--- config.mk ---
export PLATFORM = sky130hd
export DESIGN_NAME = pu_msp430_dac_spi_ctrl
export DESIGN_NICKNAME = d
export VERILOG_FILES = /design/src/rtl/pu_msp430_dac_spi_ctrl.sv
export SDC_FILE = /design/constraint.sdc
export NUM_CORES = 1
export LEC_CHECK = 0
export CELL_PAD_IN_SITES_DETAIL_PLACEMENT = 0
export CELL_PAD_IN_SITES_GLOBAL_PLACEMENT = 1
export CORE_ASPECT_RATIO = 1.4
export CORE_MARGIN = 2
export CORE_UTILIZATION = 37
export CTS_BUF_LIST = sky130_fd_sc_hd__clkbuf_8
export DETAILED_ROUTE_END_ITERATION = 10
export PLACE_DENSITY = 0.74
export SLEW_MARGIN = 20
export SYNTH_ARGS = -nofsm -noshare
export SYNTH_HDL_FRONTEND = slang
export SYNTH_SLANG_ARGS = --single-unit
--- constraint.sdc ---
create_clock -name mclk_i -period 2.1 [get_ports mclk_i]
set_input_delay 0.63 -clock mclk_i [delete_from_list [all_inputs] [get_ports mclk_i]]
set_output_delay 0.63 -clock mclk_i [all_outputs]
set_load 0.05 [all_outputs]
--- src/rtl/pu_msp430_dac_spi_ctrl.sv ---
// Two-requester SPI master for a 16-bit serial DAC frame {hdr, data}.
// Round-robin grant, registered SPI pins, trailing falling edge commits the word.
module pu_msp430_dac_spi_ctrl #(
    parameter int unsigned CLK_DIV = 4
) (
    input  logic        mclk_i,
    input  logic        puc_rst_i,
    input  logic        req0_i,
    input  logic [11:0] data0_i,
    output logic        ack0_o,
    input  logic        req1_i,
    input  logic [11:0] data1_i,
    output logic        ack1_o,
    input  logic [3:0]  hdr_i,
    output logic        busy_o,
    output logic        grant_id_o,
    output logic        sync_n_o,
    output logic        scl_o,
    output logic        din_o
);

    typedef enum logic [1:0] {IDLE, SETUP, SHIFT, TRAIL} state_e;

    localparam logic [7:0] HLAST = 8'(CLK_DIV - 1);

    state_e      state_q, state_d;
    logic [7:0]  hcnt_q, hcnt_d;
    logic [3:0]  bcnt_q, bcnt_d;
    logic [15:0] frame_q, frame_d;
    logic        scl_q, scl_d;
    logic        din_q, din_d;
    logic        sync_n_q, sync_n_d;
    logic        busy_q, busy_d;
    logic        gid_q, gid_d;
    logic        rr_q, rr_d;
    logic        ack0_q, ack0_d;
    logic        ack1_q, ack1_d;
    logic        hdone;
    logic        gsel;

    assign hdone = (hcnt_q == HLAST);

    always_comb begin
        state_d  = state_q;
        hcnt_d   = hcnt_q;
        bcnt_d   = bcnt_q;
        frame_d  = frame_q;
        scl_d    = scl_q;
        din_d    = din_q;
        sync_n_d = sync_n_q;
        busy_d   = busy_q;
        gid_d    = gid_q;
        rr_d     = rr_q;
        ack0_d   = 1'b0;
        ack1_d   = 1'b0;
        gsel     = 1'b0;
        unique case (state_q)
            IDLE: begin
                if (req0_i || req1_i) begin
                    // rr_q names the requester that wins a tie
                    gsel     = (req0_i && req1_i) ? rr_q : req1_i;
                    frame_d  = {hdr_i, gsel ? data1_i : data0_i};
                    din_d    = hdr_i[3];
                    sync_n_d = 1'b0;
                    scl_d    = 1'b1;
                    busy_d   = 1'b1;
                    gid_d    = gsel;
                    rr_d     = ~gsel;
                    ack0_d   = ~gsel;
                    ack1_d   = gsel;
                    hcnt_d   = 8'd0;
                    bcnt_d   = 4'd15;
                    state_d  = SETUP;
                end
            end
            SETUP: begin
                if (hdone) begin
                    hcnt_d  = 8'd0;
                    scl_d   = 1'b0;
                    state_d = SHIFT;
                end else begin
                    hcnt_d = hcnt_q + 8'd1;
                end
            end
            SHIFT: begin
                if (!hdone) begin
                    hcnt_d = hcnt_q + 8'd1;
                end else begin
                    hcnt_d = 8'd0;
                    if (!scl_q) begin
                        // Rising edge: present the next bit so it is settled
                        // well before the following falling edge.
                        scl_d = 1'b1;
                        if (bcnt_q != 4'd0) begin
                            frame_d = {frame_q[14:0], 1'b0};
                            din_d   = frame_q[14];
                        end
                    end else if (bcnt_q == 4'd0) begin
                        sync_n_d = 1'b1;
                        din_d    = 1'b0;
                        state_d  = TRAIL;
                    end else begin
                        bcnt_d = bcnt_q - 4'd1;
                        scl_d  = 1'b0;
                    end
                end
            end
            TRAIL: begin
                if (!hdone) begin
                    hcnt_d = hcnt_q + 8'd1;
                end else begin
                    hcnt_d = 8'd0;
                    if (scl_q) begin
                        scl_d = 1'b0;
                    end else begin
                        scl_d   = 1'b1;
                        busy_d  = 1'b0;
                        state_d = IDLE;
                    end
                end
            end
            default: state_d = IDLE;
        endcase
    end

    always_ff @(posedge mclk_i) begin
        if (puc_rst_i) begin
            state_q  <= IDLE;
            hcnt_q   <= 8'd0;
            bcnt_q   <= 4'd0;
            frame_q  <= 16'd0;
            scl_q    <= 1'b1;
            din_q    <= 1'b0;
            sync_n_q <= 1'b1;
            busy_q   <= 1'b0;
            gid_q    <= 1'b0;
            rr_q     <= 1'b0;
            ack0_q   <= 1'b0;
            ack1_q   <= 1'b0;
        end else begin
            state_q  <= state_d;
            hcnt_q   <= hcnt_d;
            bcnt_q   <= bcnt_d;
            frame_q  <= frame_d;
            scl_q    <= scl_d;
            din_q    <= din_d;
            sync_n_q <= sync_n_d;
            busy_q   <= busy_d;
            gid_q    <= gid_d;
            rr_q     <= rr_d;
            ack0_q   <= ack0_d;
            ack1_q   <= ack1_d;
        end
    end

    assign ack0_o     = ack0_q;
    assign ack1_o     = ack1_q;
    assign busy_o     = busy_q;
    assign grant_id_o = gid_q;
    assign sync_n_o   = sync_n_q;
    assign scl_o      = scl_q;
    assign din_o      = din_q;

endmodule

; ---- Word-level counts from Yosys, hierarchy flattened
; Index checks and enable logic that the tools add are counted.
[word_totals]
latchBits = 0
mem_bits_rw = 0
in_bits = 32
register_bits = 37
mem_count = 0
mem_bits_ro = 0
wordCells = 95
[op_classes]
reduce_logical = 17
n_addsub = 2
order_cmp = 0
n_mux = 45
n_eq_ne = 16
bitwise_logic = 3
n_div = 0
multipliers = 0
shifts = 0
[op_table]
columns = operator, n
row1 = two-way mux 15 bit, 4
row2 = case mux 15 bit (2 select lines), 1
row3 = "inequality test 2 bit, second input constant", 10
row4 = AND reduction 5 bit, 4
row5 = two-way mux 1 bit, 19
row6 = two-way mux 4 bit, 4
row7 = two-way mux 8 bit, 2
row8 = case mux 8 bit (2 select lines), 1
row9 = two-way mux 2 bit, 7
row10 = two-way mux 12 bit, 1
row11 = "adder 8 x 1 -> 8 bit, second input constant", 1
row12 = "equality test 8 x 2 -> 1 bit, second input constant", 1
row13 = case mux 2 bit (4 select lines), 1
row14 = case mux 4 bit (2 select lines), 1
row15 = AND reduction 4 bit, 2
row16 = AND reduction 7 bit, 1
row17 = "inequality test 3 bit, second input constant", 2
row18 = case mux 1 bit (2 select lines), 3
row19 = OR reduction 3 bit, 2
row20 = "equality test 2 bit, second input constant", 2
row21 = zero test 4 bit, 1
row22 = case mux 1 bit (4 select lines), 1
row23 = nonzero test 2 bit, 2
row24 = nonzero test 4 bit, 1
row25 = 7 further kinds, 9

; ---- Depth between registers and ports, before layout
[depth]
depth_word = 5
ltp_mapped = 8
ltp_nobuf = 6

; ---- Worst setup path after synthesis
; OpenSTA, ideal clock, no wires.
[synth_path]
path_type = input-to-reg
from = input port req1_i
to = register din_q, in the netlist din_o
path_stages = 6
setup_time_ns = 0.122
arrival_ns = 1.997
slack_ns = -0.019
t_required_ns = 1.978
path_cell_list = clkbuf_1 or3b_2 clkbuf_1 o21ai_0 nor2_4 o311a_1
[synth_between]
elab_chain_cells = 3
[synth_lines]
columns = element, line
row1 = "start, declared", 11  ; input logic req1_i,
row2 = logical OR 1 bit, 59  ; if (req0_i || req1_i) begin
row3 = inequality test 2 bit (no source line), n/a
row4 = AND reduction 5 bit (no source line), n/a
row5 = "end signal, assigned", 146  ; din_q <= din_d;
row6 = "end, declared", 31  ; logic din_q, din_d;
; Every way passes these cells.
; A chain may end at the register's enable or synchronous reset.

; ---- Worst setup path in the final report
[layout_path]
from = register hcnt_q[0]
to = register frame_q[14]
[layout_between]
elab_chain_cells = 3
[layout_lines]
columns = element, line
row1 = "start, declared", 27  ; logic [7:0] hcnt_q, hcnt_d;
row2 = "start signal, assigned", 142  ; hcnt_q <= hcnt_d;
row3 = equality test 8 x 2 -> 1 bit, 41  ; assign hdone = (hcnt_q == HLAST);
row4 = inequality test 2 bit (no source line), n/a
row5 = AND reduction 5 bit (no source line), n/a
row6 = "end signal, assigned", 144  ; frame_q <= frame_d;
row7 = "end, declared", 29  ; logic [15:0] frame_q, frame_d;
; Every way passes these cells.

==> out/summary.md <==
The initial standard-cell utilization of the core came out at 0.377. The synthesis-to-layout area growth works out to 37.4%. Clock tree synthesis found a total of 37 sinks. The first detailed-routing pass took 4 iterations. Dominant cell type by area after synthesis: sky130_fd_sc_hd__dfxtp_1.

The fraction of post-synthesis cell area in the top cell type by area came out at 0.340. The cell count after synthesis came out at 237. The tightest hold margin was 0.476 ns. In this run the worst setup path begins at hcnt_q[0]$_SDFFE_PP0P_. The final layout contains 347 nets. For the number of antenna violations at the first check in global routing, the log shows 0.

The tree is rooted in a sky130_fd_sc_hd__clkbuf_8. The flow ran to the end, and the final reports show no timing, DRC or antenna violations. The number of warnings reported in the yosys synthesis log is 0, and the headroom to the max-slew limit is 0.763. The startpoint of the most critical register-to-register path is hcnt_q[0]$_SDFFE_PP0P_. The slew at the pin closest to its max-slew limit was 0.352 ns; the largest net degree at the start of global routing was 15. STA puts the critical path data arrival time at 2.19 ns. Detailed placement finished with a half-perimeter wire length of 4220 µm. The tools report the maximum clock path buffer count as 2. The detailed-route wire length came out at 5440 µm. Final setup skew: 0.0113 ns. Max-cap violations in this run came to 0. The first global-routing pass estimated 9010 µm of wire. Setup violations remaining at the end of the flow were counted as 0. For this design the ratio of total power to cell area is 1380 nW/µm². The first routing iteration left 32 violations.

The most common cell after layout, fill and taps aside is sky130_fd_sc_hd__buf_4. Global routing finished with a remaining overflow of 0. The run gives 1,949 as the via count of the first global-routing pass.

The logs give 498 MHz for the highest clock rate and 0 ns for the final-layout setup total negative slack. At the end of routability-driven placement, the weighted congestion stood at 0.819. Final standard cell area without fillers: 2990 µm². The worst setup path is captured at a flop. Fraction of layout instances using a drive strength above 1: 0.304. The logs give 0 for the max-slew violation count and 569 for the fill cell instance count of the final layout.

Across the whole layout, storage elements account for 744 µm². The clock slew seen by the registers of the worst setup and hold paths was 0.08 ns; the hold buffer count at cts was 0. After synthesis, the cell types taking the most area are sky130_fd_sc_hd__dfxtp_1 (34%), sky130_fd_sc_hd__o32ai_2 (6.7%), sky130_fd_sc_hd__a211oi_1 (5.9%), sky130_fd_sc_hd__nor2_1 (4.7%), sky130_fd_sc_hd__ha_1 (4.0%). The die is 94.8 µm tall. For the multi-input gate area in the final layout, the log shows 1320 µm².

The predominant post-synthesis flop cell is sky130_fd_sc_hd__dfxtp_1. For the post-route DRC violation count, the log shows 0. The net count after synthesis was 276; the post-route clock period utilization was 0.956. TritonCTS built the clock tree. Mean instance size in the synthesized netlist: 9.19 µm².

The number of distinct library cells after synthesis was 54; the I/O pin total was 39. After synthesis the cells add up to 2180 µm². The sequential element share of the synthesized area was 0.340.

The run gives 33 as the floorplan row count. The leakage power figure was 1.20 nW. Average detailed-routed wire length per instance: 14.4 µm. Startpoint of the most critical hold path: busy_o$_SDFFE_PP0P_. The library cells used most frequently in the layout, excluding fill and tap cells, are sky130_fd_sc_hd__buf_4 (46), sky130_fd_sc_hd__dfxtp_1 (34), sky130_fd_sc_hd__clkdlybuf4s50_1 (30). The tools report the placed instance area as 2830 µm².

Setup repair after global routing could not meet its margin everywhere. The final route contains 2,034 vias. Worst voltage drop across the vdd grid: 449 µV.

Of all nets on the critical path, the largest fanout is 14. The fraction of synthesis flops using an asynchronous set or reset pin is 0, and the number of synthesized flops with an enable pin is 0. The design draws 4.14 mW.

The number of hold violations in the final report is 0. STA classifies the critical path startpoint as a flop. Type of the setup path with the least slack: flop to flop. The tools report the residual antenna-violating net count after detailed routing as 0. Synthesis inferred 37 register bits.

Port buffering added 38 buffers. For the worst endpoint required time, the log shows 2.28 ns. The CTS buffer count is 5, and the die outline width is 68.8 µm. The all-layer global routing usage came out at 0.184.

0 antenna diodes ended up in the layout. The tightest min-delay check is of the flop to flop type. After layout, the minimum clock period comes to 2.01 ns.

The clock tree synthesis step divided the H-tree into 2 levels. The total area inside the core boundary comes to 5780 µm². The die covers 6520 µm². The run gives 0.30 ns as the clock latency at the later pin of the worst-skew pair. In the routed layout, each cell is associated on average with a via count of 5.37.
worst max-delay path, stage by stage, from the launching register on:
cell and delay, ns:
sky130_fd_sc_hd__dfxtp_2 0.35, sky130_fd_sc_hd__ha_4 0.16, sky130_fd_sc_hd__or4b_4 0.51, sky130_fd_sc_hd__o41a_2 0.49, sky130_fd_sc_hd__nor2_4 0.14, sky130_fd_sc_hd__buf_12 0.16
sky130_fd_sc_hd__a211oi_1 0.07
power breakdown:
| part | switching (mW) | total (mW) | leakage [nW] | internal [mW] |
|---|---|---|---|---|
| combinational | 1.22 | 2.35 | 0.834 | 1.13 |
| clock | 0.271 | 0.657 | 0.0574 | 0.386 |
| sequential | 0.176 | 1.13 | 0.306 | 0.955 |
| total | 1.67 | 4.14 | 1.20 | 2.47 |
final cells by class:
cell class / count / area share
multi-input cells: 178 / 0.440
well taps: 70 / 0.0293
clock buffers: 6 / 0.0276
repair buffers: 79 / 0.233
clock inverters: 2 / 0.0125
flip-flops and latches: 37 / 0.249
inverters: 7 / 0.00878
routing by layer:
metal  share of wire  global-route usage
met2            0.53               0.322
met1            0.42               0.216
met4           0.017              0.0686
met5               0                   0
met3           0.031              0.0334
stage by stage:
step / worst slack, ns / util / cells
2_1_floorplan: 0.00145 / - / 237
3_3_place_gp: -0.320 / 0.489 / 371
3_5_place_dp: -0.341 / 0.489 / 371
4_1_cts: 0.0118 / 0.511 / 379
5_1_grt: 0.000131 / 0.518 / 379
6_report: 0.0917 / 0.518 / 379
flip-flops by register name (all words and copies together), names as in the netlist:
| signal | count |
|---|---|
| scl_o | 1 |
| ack0_o | 1 |
| busy_o | 1 |
| rr_q | 1 |
| sync_n_o | 1 |
| ack1_o | 1 |
| grant_id_o | 1 |
| hcnt_q | 8 |
| frame_q | 15 |
| bcnt_q | 4 |
| state_q | 2 |
| din_o | 1 |
cell usage after synthesis (all sizes together) (2+ instances only):
cell          n
buf           4
a211oi       17
dlygate4sd1   2
clkbuf        9
and2          2
nand2b        2
inv           6
and3         14
nand4         4
nor3          9
mux2i         4
nand3         2
ha            7
nor2         28
o21ai         7
xor2          3
dfxtp        37
nor4bb        2
a21oi        12
a31oi         4
o32ai        11
a311oi        3
nand2        20
xnor2         4
nor3b         2
path summary, 6_finish.rpt:
check	end	slack (ns)	depth (start not counted)
setup / recovery	frame_q[14]$_SDFFE_PP0P_	0.09	6
hold / removal	busy_o$_SDFFE_PP0P_	0.48	2
setup reg to reg	frame_q[14]$_SDFFE_PP0P_	0.09	6
hold reg to reg	busy_o$_SDFFE_PP0P_	0.48	2
timing repair:
| item | in CTS | in global routing |
|---|---|---|
| resized for setup | 2 | 9 |
| pin swaps | 1 | 2 |
| buffers inserted | 0 | 0 |
| setup endpoints to repair | 12 | 26 |
cell families (layout without fill, tap and decap cells):
family,Yosys count,count (layout),synth area share
compound gates,70,70,0.278
fa+ha+maj,7,7,0.0402
xor+xnor,7,7,0.0282
buf+inv,22,94,0.0730
flops,37,37,0.340
simple gates,90,90,0.222
mux,4,4,0.0184
(Power assumes the default switching activity.)
